## config.mk

```make
export PLATFORM = sky130hd
export DESIGN_NAME = tmm_result_collector
export DESIGN_NICKNAME = d
export VERILOG_FILES = /design/src/rtl/tmm_result_collector.sv
export SDC_FILE = /design/constraint.sdc
export NUM_CORES = 1
export LEC_CHECK = 0
export BUFFER_PORTS_ARGS = -buffer_cell sky130_fd_sc_hd__buf_2
export CAP_MARGIN = 20
export CELL_PAD_IN_SITES_DETAIL_PLACEMENT = 0
export CELL_PAD_IN_SITES_GLOBAL_PLACEMENT = 2
export CORE_MARGIN = 8
export CORE_UTILIZATION = 39
export CTS_CLUSTER_SIZE = 16
export DETAILED_ROUTE_END_ITERATION = 7
export PLACE_DENSITY_LB_ADDON = 0.05
export SYNTH_ARGS = -nofsm -noshare
export SYNTH_HDL_FRONTEND = slang
export SYNTH_SLANG_ARGS = --single-unit
export TNS_END_PERCENT = 10
```

## constraint.sdc

```tcl
create_clock -name clk -period 4.3 [get_ports clk]
set_input_delay 0.43 -clock clk [delete_from_list [all_inputs] [get_ports clk]]
set_output_delay 0.43 -clock clk [all_outputs]
set_load 0.05 [all_outputs]
```

## src/rtl/tmm_result_collector.sv

```systemverilog
// Tensor-multiply result collector: K_DIM-beat accumulation, index tagging,
// saturation and a first-word-fall-through output FIFO.
module tmm_result_collector #(
  parameter int K_DIM      = 4,
  parameter int J_DIM      = 2,
  parameter int I_DIM      = 2,
  parameter int B_DIM      = 2,
  parameter int ACC_W      = 48,
  parameter int FIFO_DEPTH = 4,
  parameter int IDX_W      = 8
) (
  input  logic             clk,
  input  logic             rst_n,
  input  logic             clear,
  input  logic             valid_in,
  output logic             ready_in,
  input  logic [31:0]      data_in,
  output logic             valid_out,
  input  logic             ready_out,
  output logic [31:0]      result,
  output logic [IDX_W-1:0] out_b,
  output logic [IDX_W-1:0] out_i,
  output logic [IDX_W-1:0] out_j,
  output logic             out_last,
  output logic             sat_flag,
  output logic             done
);

  localparam int KW = (K_DIM > 1) ? $clog2(K_DIM) : 1;
  localparam int AW = $clog2(FIFO_DEPTH);

  localparam logic [KW-1:0]    K_LAST = KW'(K_DIM - 1);
  localparam logic [IDX_W-1:0] J_LAST = IDX_W'(J_DIM - 1);
  localparam logic [IDX_W-1:0] I_LAST = IDX_W'(I_DIM - 1);
  localparam logic [IDX_W-1:0] B_LAST = IDX_W'(B_DIM - 1);
  localparam logic [AW:0]      FULL   = (AW+1)'(FIFO_DEPTH);

  typedef enum logic [1:0] {
    IDLE,
    ACCUM,
    DRAIN
  } state_t;

  typedef struct packed {
    logic [31:0]      res;
    logic [IDX_W-1:0] b;
    logic [IDX_W-1:0] i;
    logic [IDX_W-1:0] j;
    logic             last;
  } entry_t;

  state_t                   state;
  logic [KW-1:0]            k;
  logic [IDX_W-1:0]         b, i, j;
  logic signed [ACC_W-1:0]  acc;

  entry_t                   mem [FIFO_DEPTH];
  logic [AW-1:0]            wptr, rptr;
  logic [AW:0]              count;

  logic                     accept, push, pop;
  logic                     grp_end, tensor_end, ovf;
  logic signed [ACC_W-1:0]  ext, sum;
  logic [ACC_W-32:0]        top;
  logic [31:0]              sat_val;
  entry_t                   head;

  always_comb begin
    ext     = {{(ACC_W-32){data_in[31]}}, data_in};
    sum     = (k == '0) ? ext : acc + ext;
    top     = sum[ACC_W-1:31];
    // Upper bits not all equal means the value leaves the 32-bit range.
    ovf     = !((&top) || !(|top));
    sat_val = sum[31:0];
    if (ovf)
      sat_val = sum[ACC_W-1] ? 32'h8000_0000 : 32'h7fff_ffff;
  end

  assign ready_in   = (state != DRAIN) && (count != FULL);
  assign accept     = valid_in && ready_in;
  assign grp_end    = (k == K_LAST);
  assign push       = accept && grp_end;
  assign tensor_end = (b == B_LAST) && (i == I_LAST)
                   && (j == J_LAST);

  assign head      = mem[rptr];
  assign valid_out = (count != '0);
  assign pop       = valid_out && ready_out;

  assign result   = valid_out ? head.res : '0;
  assign out_b    = valid_out ? head.b : '0;
  assign out_i    = valid_out ? head.i : '0;
  assign out_j    = valid_out ? head.j : '0;
  assign out_last = valid_out && head.last;

  always_ff @(posedge clk or negedge rst_n) begin
    if (!rst_n) begin
      state    <= IDLE;
      k        <= '0;
      b        <= '0;
      i        <= '0;
      j        <= '0;
      acc      <= '0;
      wptr     <= '0;
      rptr     <= '0;
      count    <= '0;
      sat_flag <= 1'b0;
      done     <= 1'b0;
      for (int n = 0; n < FIFO_DEPTH; n++)
        mem[n] <= '0;
    end else if (clear) begin
      state    <= IDLE;
      k        <= '0;
      b        <= '0;
      i        <= '0;
      j        <= '0;
      acc      <= '0;
      wptr     <= '0;
      rptr     <= '0;
      count    <= '0;
      sat_flag <= 1'b0;
      done     <= 1'b0;
    end else begin
      done <= 1'b0;

      if (accept) begin
        if (grp_end) begin
          k         <= '0;
          acc       <= '0;
          mem[wptr] <= '{sat_val, b, i, j, tensor_end};
          wptr      <= wptr + 1'b1;
          if (ovf)
            sat_flag <= 1'b1;
          if (j == J_LAST) begin
            j <= '0;
            if (i == I_LAST) begin
              i <= '0;
              b <= (b == B_LAST) ? '0 : b + 1'b1;
            end else begin
              i <= i + 1'b1;
            end
          end else begin
            j <= j + 1'b1;
          end
        end else begin
          acc <= sum;
          k   <= k + 1'b1;
        end
      end

      if (pop)
        rptr <= rptr + 1'b1;

      unique case ({push, pop})
        2'b10:   count <= count + 1'b1;
        2'b01:   count <= count - 1'b1;
        default: count <= count;
      endcase

      unique case (state)
        IDLE: begin
          if (accept)
            state <= (push && tensor_end) ? DRAIN : ACCUM;
        end
        ACCUM: begin
          if (push && tensor_end)
            state <= DRAIN;
        end
        DRAIN: begin
          if (pop && head.last) begin
            done  <= 1'b1;
            state <= IDLE;
          end
        end
        default: state <= IDLE;
      endcase
    end
  end

endmodule
```

==> results of run 1 <==
[placed cells by master (no fill, tap or decap), drive strengths merged, types with 18 or more instances in the layout]
| master | count |
|---|---|
| a21o | 18 |
| a21oi | 87 |
| and2 | 68 |
| buf | 188 |
| clkbuf | 62 |
| dfrtp | 313 |
| ha | 59 |
| inv | 22 |
| mux4 | 57 |
| nand2 | 547 |
| nand3 | 30 |
| nand4 | 27 |
| nor2 | 91 |
| o21ai | 111 |
| o311ai | 124 |
| xnor2 | 28 |
| xor2 | 27 |
[sequential cells by signal, indices dropped and copies added, names as in the netlist]
signal / flops
mem: 228
i: 8
wptr: 2
state: 2
done: 1
b: 8
k: 2
j: 8
count: 3
rptr: 2
acc: 48
sat_flag: 1
[worst reg2reg max path: stages (launching register included)]
cell	delay (ps)
dfrtp_1	380
ha_4	160
fa_2	220
a21o_2	150
a31oi_1	120
or4b_4	560
buf_6	160
a2111oi_4	450
nor4b_4	100
buf_4	150
mux2_4	210
o211ai_1	90
nor4_2	330
a41oi_1	170
buf_4	220
nand3_4	170
clkbuf_16	210
o311ai_0	130
[final timing paths]
check | from | to | slack, ps | cells after the start
worst max-delay path | acc[0] | mem[203] | 140 | 17
worst min-delay path | ready_out | done | 220 | 3
worst max register to register | acc[0] | mem[203] | 140 | 17
worst min register to register | state[1] | state[0] | 440 | 1
max in group asynchronous | rst_n | acc[23] | 2790 | 3
min in group asynchronous | rst_n | mem[134] | 430 | 2
[routing by layer]
metal | global-route usage, % | up-vias | wire (µm)
met4 | 5.09 | 0 | 1120
li1 | - | 7090 | -
met5 | 0 | - | 0
met1 | 30.2 | 7430 | 27400
met2 | 33.9 | 335 | 26800
met3 | 2.64 | 60 | 2430
[logic make-up (layout without fill, tap and decap cells)]
family | count (synthesis) | in the layout
simple gates | 844 | 844
buf+inv | 172 | 281
xor+xnor | 55 | 55
compound gates | 430 | 430
flops | 313 | 313
mux | 68 | 68
fa+ha+maj | 61 | 61
[area by class of cell]
type                            count  share of cell area [%]
Sequential cell                   313                    37.3
Inverter                           21                   0.375
Multi-Input combinational cell   1458                    45.6
Tap cell                          600                    3.58
Clock buffer                       58                    5.47
Clock inverter                      9                   0.554
Timing Repair Buffer              193                    7.06
[through the flow]
step | setup slack (ps) | total power, mW | cell area [µm²] | cells
4_1_cts | 32.9 | 11.0 | 20700 | 2644
5_1_grt | -30.5 | 11.6 | 21000 | 2652
3_3_place_gp | -320 | 7.64 | 19400 | 2576
6_report | 143 | 10.9 | 21000 | 2652
2_1_floorplan | 628 | 6.13 | 18000 | 1943
3_5_place_dp | -311 | 7.64 | 19400 | 2576
[power groups by stage]
| stage | combinational [mW] | clock (mW) | sequential (mW) |
|---|---|---|---|
| floorplan | 2.73 | 0 | 3.40 |
| detailed placement | 4.11 | 0 | 3.53 |
| global placement | 4.12 | 0 | 3.52 |
| CTS | 4.14 | 3.36 | 3.48 |
| finish | 4.20 | 3.26 | 3.48 |
| global route | 4.58 | 3.47 | 3.53 |
[repair_timing]
| action | in CTS | in global routing |
|---|---|---|
| hold endpoints to repair | 79 | 0 |
| setup buffers | 0 | 1 |
| resized for setup | 2 | 62 |
| gates cloned | 0 | 6 |
| pin swaps | 0 | 5 |
| hold buffers | 1 | 0 |
| setup endpoints to repair | 125 | 123 |
==> out/qor.csv, run 1 <==
metric,value,unit
status,finished clean,
synth_top_family_by_area,simple AND/OR/NAND/NOR gates,
multi_input_area,0.00958,mm²
yosys.area_share.simple,20.4,%
crit_family,simple AND/OR/NAND/NOR gates,
cts_buffers,39,
synth_xor_xnor_area_share,2.68,%
synth.yosys.seq_area_share,43.6,%
setup_tns,0,ps
end_kind,flip-flop,
portBuffers,97,
grt_start_max_net_pins,92,
period_share,96.7,%
dpl.hpwl,38100,µm
synthArstFlopShare,100,%
grt-ovfl-total,0,
swShare,38.8,%
startpoint_type,flip-flop,
viasPerCell,5.62,
crit_path_frequent_cell,buf_4,
hold_path_class,in -> reg,
filler_cell_count,4442,
critPathBufInv,4,
die-area,0.0532,mm²
hold_violations,0,
syn_area,0.0180,mm²
maxCapViolCount,0,
antenna_found_initial,0,
drcViolationCount,0,
final.min_clock_period,4160,ps
synth_area_leaders,"dfrtp_1, nand2_1, mux4_2",
maxSlewViolCount,0,
final_nets,2124,
rows,78,
synth_fa_ha_area_share,4.33,%
seqCellArea,0.00784,mm²
wl,57700,µm
yosys.area.top_type,dfrtp_1,
die_h,231,µm
setup_violations,0,
p_per_area,521,mW/mm²
yosys_register_bits,313,
timing.hold.ws,216,ps
cts.path.max_buffers,3,
clkPwrFrac,29.8,%
final_util,46.3,%
ys.flop_type,dfrtp_1,
drtAntennaViolNets,0,
ys_types,77,
crit_arrival,4550,ps
path_clk_slew,60,ps
max_stage_delay,560,ps
synth_most_common_cell,nand2_1,
start_util,39.6,%
synth_compound_area_share,17.1,%
clock.fmax,0.241,GHz
irDropWorstVdd,0.000278,V
path_cells,ha_4 > fa_2 > a21o_2 > a31oi_1 > or4b_4 > buf_6 > a2111oi_4 > nor4b_4 > buf_4 > mux2_4 > o211ai_1 > nor4_2 > a41oi_1 > buf_4 > nand3_4 > clkbuf_16 > o311ai_0,
worst-path-max-fanout,8,
cp_slowest_cell,or4b_4,
pwr-share-comb,38.4,%
vias,14900,
p_switching,4.25,mW
gp_congestion,0.889,
p_seq_share,31.8,%
syn2layout_area_growth,16.9,%
tightest_slew,1150,ps
path_class,reg -> reg,
p_leak,9.75,nW
wl_per_cell,21.8,µm
htree_num_levels,2,
root_buffer,clkbuf_16,
drive_gt1_share,17.8,%
antenna_cells,0,
synth_area_per_cell,9.24,µm²
fp.dieW,231,µm
first_global_vias,15000,
required,4690,ps
first_pass_iters,5,
synth_top_area_share,43.6,%
synth.net_count,2041,
ys_warn_count,0,
synthCells,1943,
clock_sink_count,313,
grt.total_usage,21.1,%
synth_edf_count,0,
synth_commonest_cells,"nand2_1, dfrtp_1, o21ai_0, clkbuf_1, nor2_1",
clock_skew,24.7,ps
synthMuxAreaShare,7.80,%
relSlewSlack,23.5,%
ios,98,
p_int,6.69,mW
clk_latency,560,ps
grt_pass1_wl,89800,µm
cts_tree,done,
drtIter0Drc,1224,
core_area,0.0454,mm²
(Power assumes the default switching activity.)
==> run 2, diff against run 1 <==
==> constraint.sdc (replaced) <==
create_clock -name clk -period 4.7 [get_ports clk]
set_input_delay 0.47 -clock clk [delete_from_list [all_inputs] [get_ports clk]]
set_output_delay 0.47 -clock clk [all_outputs]
set_load 0.05 [all_outputs]
==> out/qor.csv, run 2 (same netlist as run 1, synthesis figures left out) <==
metric,value,unit,change
rows,78,,unchanged
wl_per_cell,21.7,µm,-0.38%
status,finished clean,,
dpl.hpwl,37300,µm,-2.1%
reg_top3,"mem (228), acc (48)",,
largest_reg_flops,228,,unchanged
relSlewSlack,29.7,%,+6.2 points
total_power,9.71,mW,-11%
portBuffers,97,,unchanged
maxSlewViolCount,0,,unchanged
dpl.cell_count,2536,,-1.6%
syn2layout_area_growth,13.6,%,
grt.total_usage,21.1,%,about the same
hold_path_class,in -> async,,
p_seq_share,32.9,%,+1.1 points
maxCapViolCount,0,,unchanged
core_area,0.0454,mm²,unchanged
final_nets,2078,,-2.2%
path_clk_slew,70,ps,about the same
antenna_cells,0,,unchanged
drive_gt1_share,15.5,%,-2.4 points
drtIter0Drc,1262,,+3.1%
drtAntennaViolNets,0,,unchanged
ios,98,,unchanged
end_kind,flip-flop,,
root_buffer,clkbuf_16,,
final_util,44.9,%,-1.3 points
vias,14800,,-0.91%
rsz0062_at_grt,false,,
hold_violations,0,,unchanged
postCtsSetupBuffers,0,,unchanged
largest_register,mem,,
period_share,95.0,%,-1.7 points
startpoint_type,flip-flop,,
viasPerCell,5.68,,+0.92%
grt_start_max_net_pins,123,,+34%
mostFrequentLayoutCells,"nand2_1, dfrtp_1, o21ai_0",,
grt_pass1_wl,89400,µm,-0.41%
setup_violations,0,,unchanged
p_leak,9.40,nW,-3.6%
clkPwrFrac,29.9,%,about the same
required,5070,ps,+380 ps
clk_latency,560,ps,about the same
final_common_cell,nand2_1,,
fin_cells,2604,,-1.8%
tightest_slew,1040,ps,-104 ps
p_switching,3.83,mW,-9.9%
drcViolationCount,0,,unchanged
start_util,39.6,%,unchanged
worst-path-max-fanout,31,,+23
crit_arrival,4830,ps,+280 ps
cts_buffers,39,,unchanged
p_int,5.88,mW,-12%
cts_tree,done,,
clock.fmax,0.224,GHz,-6.9%
path_class,reg -> reg,,
gp_congestion,0.919,,+3.5%
final.min_clock_period,4460,ps,+307 ps
p_per_area,476,mW/mm²,-8.6%
antenna_found_initial,1,,+1
pwr-share-comb,37.2,%,-1.2 points
first_global_vias,14800,,-1.3%
die_h,231,µm,unchanged
die-area,0.0532,mm²,unchanged
clock_skew,25.4,ps,+0.700 ps
fp.dieW,231,µm,unchanged
grt-ovfl-total,0,,unchanged
htree_num_levels,2,,unchanged
swShare,39.4,%,+0.60 points
cts.path.max_buffers,3,,unchanged
irDropWorstVdd,0.000266,V,-4.3%
first_pass_iters,5,,unchanged
clock_sink_count,313,,unchanged
wl,56500,µm,-2.2%
==> run 2: cell count changes in the layout (fill, tap and decap cells not counted), moves of 5 or more <==
cell,before,now
buf_4,74,39
buf_12,13,8
o311ai_0,32,75
o311ai_1,72,32
==> run 2: final timing paths <==
kind	slack, ps	cells past startpoint	startpoint	to
min in group clk	270	4	valid_in	k[1]
worst max-delay path	240	14	acc[0]	mem[165]
worst max register to register	240	14	acc[0]	mem[165]
max in group asynchronous	3550	2	rst_n	mem[112]
worst min-delay path	40	1	rst_n	mem[192]
worst min register to register	440	1	state[1]	state[0]
==> run 2: power by group through the flow <==
stage          combinational (mW)  clock [mW]  sequential [mW]
6_report                     3.61        2.91             3.19
5_1_grt                      3.96        3.12             3.23
4_1_cts                      3.62        3.00             3.19
3_5_place_dp                 3.61           0             3.24
3_3_place_gp                 3.61           0             3.23
2_1_floorplan                2.50           0             3.11
==> run 2: metrics by stage <==
step	area (µm²)	setup slack [ps]	TNS, ps	hold slack, ps
floorplan	18000	988	0	174
global placement	19000	-202	-6810	442
detailed placement	19100	-237	-8000	444
CTS	20300	104	0	72.9
global route	20400	6.65	0	104
finish	20400	236	0	36.3
==> run 2: area by class of cell <==
| type | count | area, µm² |
|---|---|---|
| fill | 4504 | 25000 |
| multi-input combinational | 1458 | 9470 |
| sequential | 313 | 7840 |
| clock buffer | 58 | 1170 |
| timing repair buffer | 147 | 1030 |
| tap | 600 | 751 |
| inverter | 21 | 78.8 |
| clock inverter | 7 | 52.6 |
==> run 2: metal layers <==
layer | wire length, µm | GRT usage (%)
met2 | 25400 | 32.5
met4 | 1780 | 7.21
met1 | 26400 | 29.6
met3 | 2890 | 4.00
met5 | 0 | 0
==> run 2: timing repair <==
action,4_1_cts,5_1_grt
hold buffers,0,0
endpoints found under the setup margin,11,42
gates resized for setup,1,4
==> run 2: worst max-delay path, stage by stage, from the launching register on <==
cell	delay (ps)
dfrtp_1	360
ha_1	200
fa_1	220
a21o_2	170
a31oi_1	110
or4b_4	670
a21oi_2	400
o2111ai_1	180
and3_1	250
nand4bb_1	200
nor4_1	360
a41oi_1	340
nand3_1	180
buf_4	400
o311ai_0	240
